[src/rtl/execute_stage.sv]
// MIPS-32 execute stage: ALU, branch target, destination select and EX/MEM register,
// plus HI/LO and a 32-iteration shift-add signed multiplier that stalls the front end.
`timescale 1ns/1ps
module execute_stage (
    input  logic        clk,
    input  logic        rst,
    input  logic        flush,
    input  logic [1:0]  EX_in,
    input  logic [2:0]  M_in,
    input  logic [2:0]  WB_in,
    input  logic [3:0]  ALUop_in,
    input  logic [5:0]  funct_in,
    input  logic [31:0] Dato1,
    input  logic [31:0] Dato2,
    input  logic [31:0] Immediate,
    input  logic [31:0] Adder_in,
    input  logic [4:0]  Rt,
    input  logic [4:0]  Rd,
    input  logic [31:0] jump_address_in,
    output logic        stall,
    output logic [31:0] ALU_result,
    output logic        Zero,
    output logic [31:0] Branch_target,
    output logic [31:0] Store_data,
    output logic [4:0]  WriteReg,
    output logic [2:0]  M_out,
    output logic [2:0]  WB_out,
    output logic [31:0] jump_address_out,
    output logic        valid_out
);
    typedef enum logic [1:0] {IDLE, BUSY, DONE} state_t;

    state_t      state_q;
    logic [5:0]  cnt_q;
    logic [63:0] acc_q;
    logic [63:0] mcand_q;
    logic [31:0] mplier_q;
    logic        neg_q;
    logic [31:0] hi_q;
    logic [31:0] lo_q;

    logic [31:0] op_b;
    logic [31:0] alu_res;
    logic [31:0] mag_a;
    logic [31:0] mag_b;
    logic [63:0] product;
    logic        is_mult;

    assign is_mult = (ALUop_in == 4'b0010) && (funct_in == 6'b011000);
    // Depends only on decode fields and FSM state, never on operand data.
    assign stall   = is_mult && (state_q != DONE) && !flush;
    assign op_b    = EX_in[0] ? Immediate : Dato2;
    assign mag_a   = Dato1[31] ? (~Dato1 + 32'd1) : Dato1;
    assign mag_b   = Dato2[31] ? (~Dato2 + 32'd1) : Dato2;
    assign product = neg_q ? (~acc_q + 64'd1) : acc_q;

    always_comb begin
        alu_res = Dato1 + op_b;
        case (ALUop_in)
            4'b0001: alu_res = Dato1 - op_b;
            4'b0011: alu_res = Dato1 & op_b;
            4'b0100: alu_res = Dato1 | op_b;
            4'b0101: alu_res = {31'd0, $signed(Dato1) < $signed(op_b)};
            4'b0110: alu_res = {op_b[15:0], 16'd0};
            4'b0010: begin
                case (funct_in)
                    6'b100010: alu_res = Dato1 - op_b;
                    6'b100100: alu_res = Dato1 & op_b;
                    6'b100101: alu_res = Dato1 | op_b;
                    6'b100110: alu_res = Dato1 ^ op_b;
                    6'b100111: alu_res = ~(Dato1 | op_b);
                    6'b101010: alu_res = {31'd0, $signed(Dato1) < $signed(op_b)};
                    6'b010000: alu_res = hi_q;
                    6'b010010: alu_res = lo_q;
                    default:   alu_res = Dato1 + op_b;
                endcase
            end
            default: alu_res = Dato1 + op_b;
        endcase
    end

    always_ff @(posedge clk) begin
        if (rst) begin
            ALU_result       <= '0;
            Zero             <= 1'b0;
            Branch_target    <= '0;
            Store_data       <= '0;
            WriteReg         <= '0;
            M_out            <= '0;
            WB_out           <= '0;
            jump_address_out <= '0;
            valid_out        <= 1'b0;
            state_q          <= IDLE;
            cnt_q            <= '0;
            acc_q            <= '0;
            mcand_q          <= '0;
            mplier_q         <= '0;
            neg_q            <= 1'b0;
            hi_q             <= '0;
            lo_q             <= '0;
        end else begin
            ALU_result       <= alu_res;
            Zero             <= (alu_res == 32'd0);
            Branch_target    <= Adder_in + {Immediate[29:0], 2'b00};
            Store_data       <= Dato2;
            WriteReg         <= EX_in[1] ? Rd : Rt;
            jump_address_out <= jump_address_in;
            if (flush || stall) begin
                M_out     <= '0;
                WB_out    <= '0;
                valid_out <= 1'b0;
            end else begin
                M_out     <= M_in;
                // A committing mult writes HI/LO only, never the register file.
                WB_out    <= is_mult ? {1'b0, WB_in[1:0]} : WB_in;
                valid_out <= 1'b1;
            end

            if (flush) begin
                state_q <= IDLE;
                cnt_q   <= '0;
            end else begin
                case (state_q)
                    IDLE: if (is_mult) begin
                        state_q  <= BUSY;
                        cnt_q    <= '0;
                        acc_q    <= '0;
                        mcand_q  <= {32'd0, mag_a};
                        mplier_q <= mag_b;
                        neg_q    <= Dato1[31] ^ Dato2[31];
                    end
                    BUSY: begin
                        if (mplier_q[0])
                            acc_q <= acc_q + mcand_q;
                        mcand_q  <= {mcand_q[62:0], 1'b0};
                        mplier_q <= {1'b0, mplier_q[31:1]};
                        cnt_q    <= cnt_q + 6'd1;
                        if (cnt_q == 6'd31)
                            state_q <= DONE;
                    end
                    DONE: begin
                        hi_q    <= product[63:32];
                        lo_q    <= product[31:0];
                        state_q <= IDLE;
                    end
                    default: state_q <= IDLE;
                endcase
            end
        end
    end
endmodule

[config.mk]
export PLATFORM = sky130hd
export DESIGN_NAME = execute_stage
export DESIGN_NICKNAME = d
export VERILOG_FILES = /design/src/rtl/execute_stage.sv
export SDC_FILE = /design/constraint.sdc
export NUM_CORES = 1
export LEC_CHECK = 0
export BUFFER_PORTS_ARGS = -buffer_cell sky130_fd_sc_hd__buf_2
export CORE_ASPECT_RATIO = 0.75
export CORE_MARGIN = 3
export CORE_UTILIZATION = 25
export DETAILED_ROUTE_END_ITERATION = 16
export PLACE_DENSITY = 0.48
export SYNTH_ARGS = -nofsm -noshare
export SYNTH_HDL_FRONTEND = slang
export SYNTH_SLANG_ARGS = --single-unit
[constraint.sdc]
create_clock -name clk -period 6.38 [get_ports clk]
set_input_delay 1.276 -clock clk [delete_from_list [all_inputs] [get_ports clk]]
set_output_delay 1.276 -clock clk [all_outputs]
set_load 0.1 [all_outputs]
---- After elaboration in Yosys (flattened, before gate mapping) ----
Index checks and enable logic that the tools add are counted.
storage, ports and cells
  register bits ........................... 374
  latch bits .............................. 0
  bits in writable memories ............... 0
  memory bits (read-only) ................. 0
  bits of input ports ..................... 191
  output and inout bits ................... 142
  word-level logic and storage cells ...... 95
  memories kept ........................... 0
operators by class
  add/subtract/negate cells ............... 8
  multipliers ............................. 0
  div/mod/pow operators ................... 0
  magnitude comparators ................... 1
  equal/unequal tests ..................... 22
  shift operators ......................... 0
  mux-type cells .......................... 20
  bitwise logic cells ..................... 9
  reductions and logical operators ........ 17
operator list
  kind                   count
  $mux 64                4
  $pmux 32 s8            1
  $pmux 64 s2            2
  $pmux 32 s6            1
  $mux 32                4
  $not 32->32            3
  $add 32x1->32 const B  2
  $add 32x32->32         2
  $add 64x1->64 const B  1
  $add 64x64->64         1
  $not 64->64            1
  $pmux 32 s2            1
  $eq 6x6->1 const B     6
  $and 32x32->32         1
  $logic_not 32->1       1
  $lt 32x32->1           1
  $or 32x32->32          1
  $sub 32x32->32         1
  $xor 32x32->32         1
  $eq 6x5->1 const B     4
  $eq 4x3->1 const B     3
  $pmux 6 s2             1
  $eq 4x2->1 const B     2
  $ne 2x2->1 const B     4
  21 further kinds       28

---- Logic depth before layout (Yosys ltp) ----
  depth after elaboration ................. 6
  gate-level depth with buffers ........... 20
  mapped depth without buffers ............ 16

---- Worst setup path after synthesis ----
OpenSTA, ideal clock, no wires.
  path type ............................... in2reg
  start ................................... input EX_in[0]
  end ..................................... register Zero
  library setup time ...................... 64 ps
  arrival time ............................ 6000 ps
  data required time ...................... 6316 ps
  slack ................................... 316 ps
  stages .................................. 20
  path buffers ............................ 5
  cell sequence ........................... clkbuf_1 buf_1 clkbuf_1 clkbuf_1 mux2i_1 inv_1 ha_1 clkbuf_1 nand2_1 nor3_1 nand2_1 nor2_1 o211ai_1 nand3_1 a31oi_1 a22o_1 mux2_2 a311o_1 or4b_1 nor2_1
between the ends
  cells in the longest elaborated chain, start to end .. 6
  elaborated cells between the ends (all ways) .. 11
  those cells by class .................... 2 x add/sub; 1 x order compare; 3 x mux; 4 x bitwise; 1 x reduce/logical
RTL lines
  item                                                    line  source
  start: declaration                                      8     input logic [1:0] EX_in,
  $mux 32 (*)                                             52    assign op_b = EX_in[0] ? Immediate : Dato2;
  branches (longest 3 deep; another with $add 32x32->32)  --
  $pmux 32 s6 (*)                                         59    case (ALUop_in)
  $logic_not 32->1 (*)                                    103   Zero <= (alu_res == 32'd0);
  end signal: assignment                                  103
  end: declaration                                        22    output logic Zero,
Mark *: on every way between the ends.
A chain may end at the register's enable or synchronous reset.

---- Worst setup path after layout ----
Same ends and word-level chain as after synthesis.

==> flow_summary.ini <==
[route]
viasPerCell = 5.402
vias = 27794
wire_per_inst_um = 23.63
drc_errors = 0
finalWirelength_um = 121600
ant_nets = 0
first_pass_iters = 9
drt_iter0_markers = 3642

[final_layout]
postLayoutCellArea_mm2 = 0.03203
instances_no_fill = 5145
fill_cells = 11460
area_delta_synth_final_pct = 18.87
nNetsFinal = 4077
post_route_cells_drive_above_1_share_pct = 15.45

[setup_path]
r2r_setup_slack_ps = 2070
critPathLaunchType = input pin
crit_fanout = 9
critical_path_class = in2reg
r2r_start = acc_q[0]
required_ps = 6950
endpoint_kind = flip-flop
rr_worst_depth = 14
crit_arrival_ps = 6640
worstReg2RegEnd = acc_q[62]

[logic_synthesis]
syn-num-nets = 3820
syn-instance-count = 3430
ys_ff_latch = 374
seq_area_frac_synth_pct = 27.78
synthArstFlopShare_pct = 0
synth_area_leaders = dfxtp_1 28%, ha_1 9.1%, nor2_1 5.3%
synth.top_cell.area_share_pct = 27.78
synth-edff-count = 0
ys_types = 93
yosys.area.top_type = dfxtp_1
netlist_area_mm2 = 0.02695
ys_warn_count = 0
avgSynthCellArea_um2 = 7.856
yosys_most_used_dff = dfxtp_1

[floorplanning]
start_util_pct = 25.41
rows = 103
coreArea_mm2 = 0.1061
die_y_um = 290.3
die_x_um = 385.1
dieArea_mm2 = 0.1118
ios = 333

[pwr]
p_int_mw = 4.658
sequentialPowerShare_pct = 32.8
vdd.ir_drop.worst_uv = 206.7
powerDensity_mw_per_mm2 = 231.5
clockPowerShare_pct = 38.8
comb_power_share_pct = 28.3
power_switching_mw = 2.759
finalPower_mw = 7.417
leakage_nw = 13.74
switching_share_pct = 37.20

[sta]
setup_viol = 0
period_share_pct = 95.18
slew_violations = 0
hold_violations = 0
skew_ps = 40.26
rsz0062_at_grt = no
max_slew_margin_pct = 23.28
worst_pin_slew_ps = 1147
max_freq_mhz = 164.7
fin_crit_ps = 6072

[run]
cap_violations = 0

[clock_tree]
post-cts-setup-buffer-count = 0
insertion_delay_ps = 640
clock-root-buffer = clkbuf_16
htreeDepth = 2
cts_hold_buf = 0
cts_resized = 0
cts.sinks = 374
numCtsBuffers = 44
clk_pin_slew_ps = 60
cts_tree = done
cts_buffer_depth = 3

[placed_design]
port_buffers = 332
place_hpwl_um = 95640
gp_congestion = 1.006
dp.cells = 5058
dpl_cell_area_mm2 = 0.03038

[grt]
overflow = 0
grt_start_max_net_pins = 169
antenna_found_initial = 27
grt_usage_pct = 20.81
grt_pass1_vias = 25388
grt_pass1_wl_um = 175900

[worst_hold_path]
holdPathStages = 2
hold_path_class = reg2reg
holdPathEnd = hi_q[26]
min_from = hi_q[26]

[outcome]
status = finished, final reports clean
==> placed cells by master, fill, tap and decap left out, types with 124 or more instances in the layout <==
cell,n
a21oi_1,268
buf_2,331
dfxtp_1,373
ha_1,195
inv_1,124
nand2_1,242
nor2_1,373
o21ai_0,155
xnor2_1,147
xor2_1,127
==> cells in the mapped netlist, types with 26 or more instances <==
cell      count
dfxtp_1     374
nor2_1      380
nand3_1      55
ha_1        195
nand4_1      28
and3_1       26
a21oi_1     268
o21ai_0     155
clkbuf_1    187
a22oi_1      82
a21o_1       76
or3_1        32
xnor2_1     147
a22o_1       30
inv_1       124
nor2b_1      92
a211oi_1    124
xor2_1      127
o31ai_1      54
o211ai_1     47
a221oi_1     37
mux2i_1      43
o21bai_1     30
nand2_1     242
nand2b_1     37
nor3_1       72
==> stage by stage <==
stage	setup TNS, ps	setup slack [ps]	hold slack, ps	utilization [%]
after global routing	0	66.32	478.5	30.20
after detailed placement	-280.4	-280.4	448.0	28.64
after CTS	0	342.5	457.2	30.19
after floorplan	0	315.8	431.4	-
final	0	307.7	453.6	30.20
after global placement	-190.4	-190.4	444.3	28.64
==> power groups by stage <==
stage / clock network [mW] / registers, mW / logic (mW)
6_report: 2.88 / 2.43 / 2.10
3_5_place_dp: 0 / 2.49 / 2.05
4_1_cts: 2.98 / 2.44 / 2.06
3_3_place_gp: 0 / 2.49 / 2.06
2_1_floorplan: 0 / 3.06 / 0.861
5_1_grt: 3.07 / 2.44 / 2.21
==> layer usage <==
metal	track usage [%]	wire length, µm	vias up
met5	0	40	-
met4	4.840	3119	6
met3	6.083	14190	164
met2	27.01	45320	1412
met1	32.57	58910	13179
li1	-	-	13033
==> area by class of cell <==
type / instances / area [µm²] / share of cell area (%)
clock inverter: 28 / 441.7 / 1.379
clock buffer: 53 / 1195 / 3.730
inverter: 132 / 495.5 / 1.547
sequential: 374 / 7488 / 23.38
tap: 1417 / 1773 / 5.535
antenna: 6 / 15.01 / 0.04687
multi-input combinational: 2718 / 18280 / 57.06
timing repair buffer: 417 / 2347 / 7.328
==> kinds of logic (layout without fill, tap and decap cells) <==
| logic type | after synthesis | in the layout | synth area share (%) |
|---|---|---|---|
| AOI/OAI and AO/OA | 1102 | 1102 | 27.77 |
| and+or+nand+nor | 1095 | 1095 | 19.63 |
| DFF | 374 | 374 | 27.78 |
| buffers and inverters | 338 | 630 | 4.750 |
| xor gates and xnor gates | 274 | 274 | 8.906 |
| adders and majority gates | 199 | 199 | 9.351 |
| muxes | 48 | 48 | 1.806 |
| other | 0 | 6 | 0 |
==> registers in the layout (all words and copies together) (netlist names), 2 cells and up <==
name              cells
lo_q                 32
WriteReg              5
Store_data           32
hi_q                 32
M_out                 3
Branch_target        32
ALU_result           32
jump_address_out     32
acc_q                64
cnt_q                 6
WB_out                3
mcand_q              64
state_q               2
mplier_q             32
==> worst max path at each step <==
| stage | start | cells past startpoint | slack (ps) | end |
|---|---|---|---|---|
| CTS | EX_in[0] | 20 | 340 | Zero |
| floorplan | EX_in[0] | 20 | 320 | Zero |
| finish | EX_in[0] | 20 | 310 | Zero |
| global placement | EX_in[0] | 16 | -190 | Zero |
| detailed placement | EX_in[0] | 20 | -280 | Zero |
| global route | EX_in[0] | 20 | 70 | Zero |
==> critical path: stages <==
cell       delay [ps]
buf_2             310
mux2i_1           400
buf_4             200
inv_1              70
ha_1              190
fa_1              420
nor2_1            360
o311a_1           260
o211ai_1          130
a21o_1            270
a2111oi_0         480
o31ai_1           210
a41oi_1           260
a2bb2oi_1         340
buf_4             180
o2111ai_1         150
nor4_1            700
buf_4             230
nand3_1            80
nor2_1             90
Note: power is estimated with default switching activity, not from simulation.
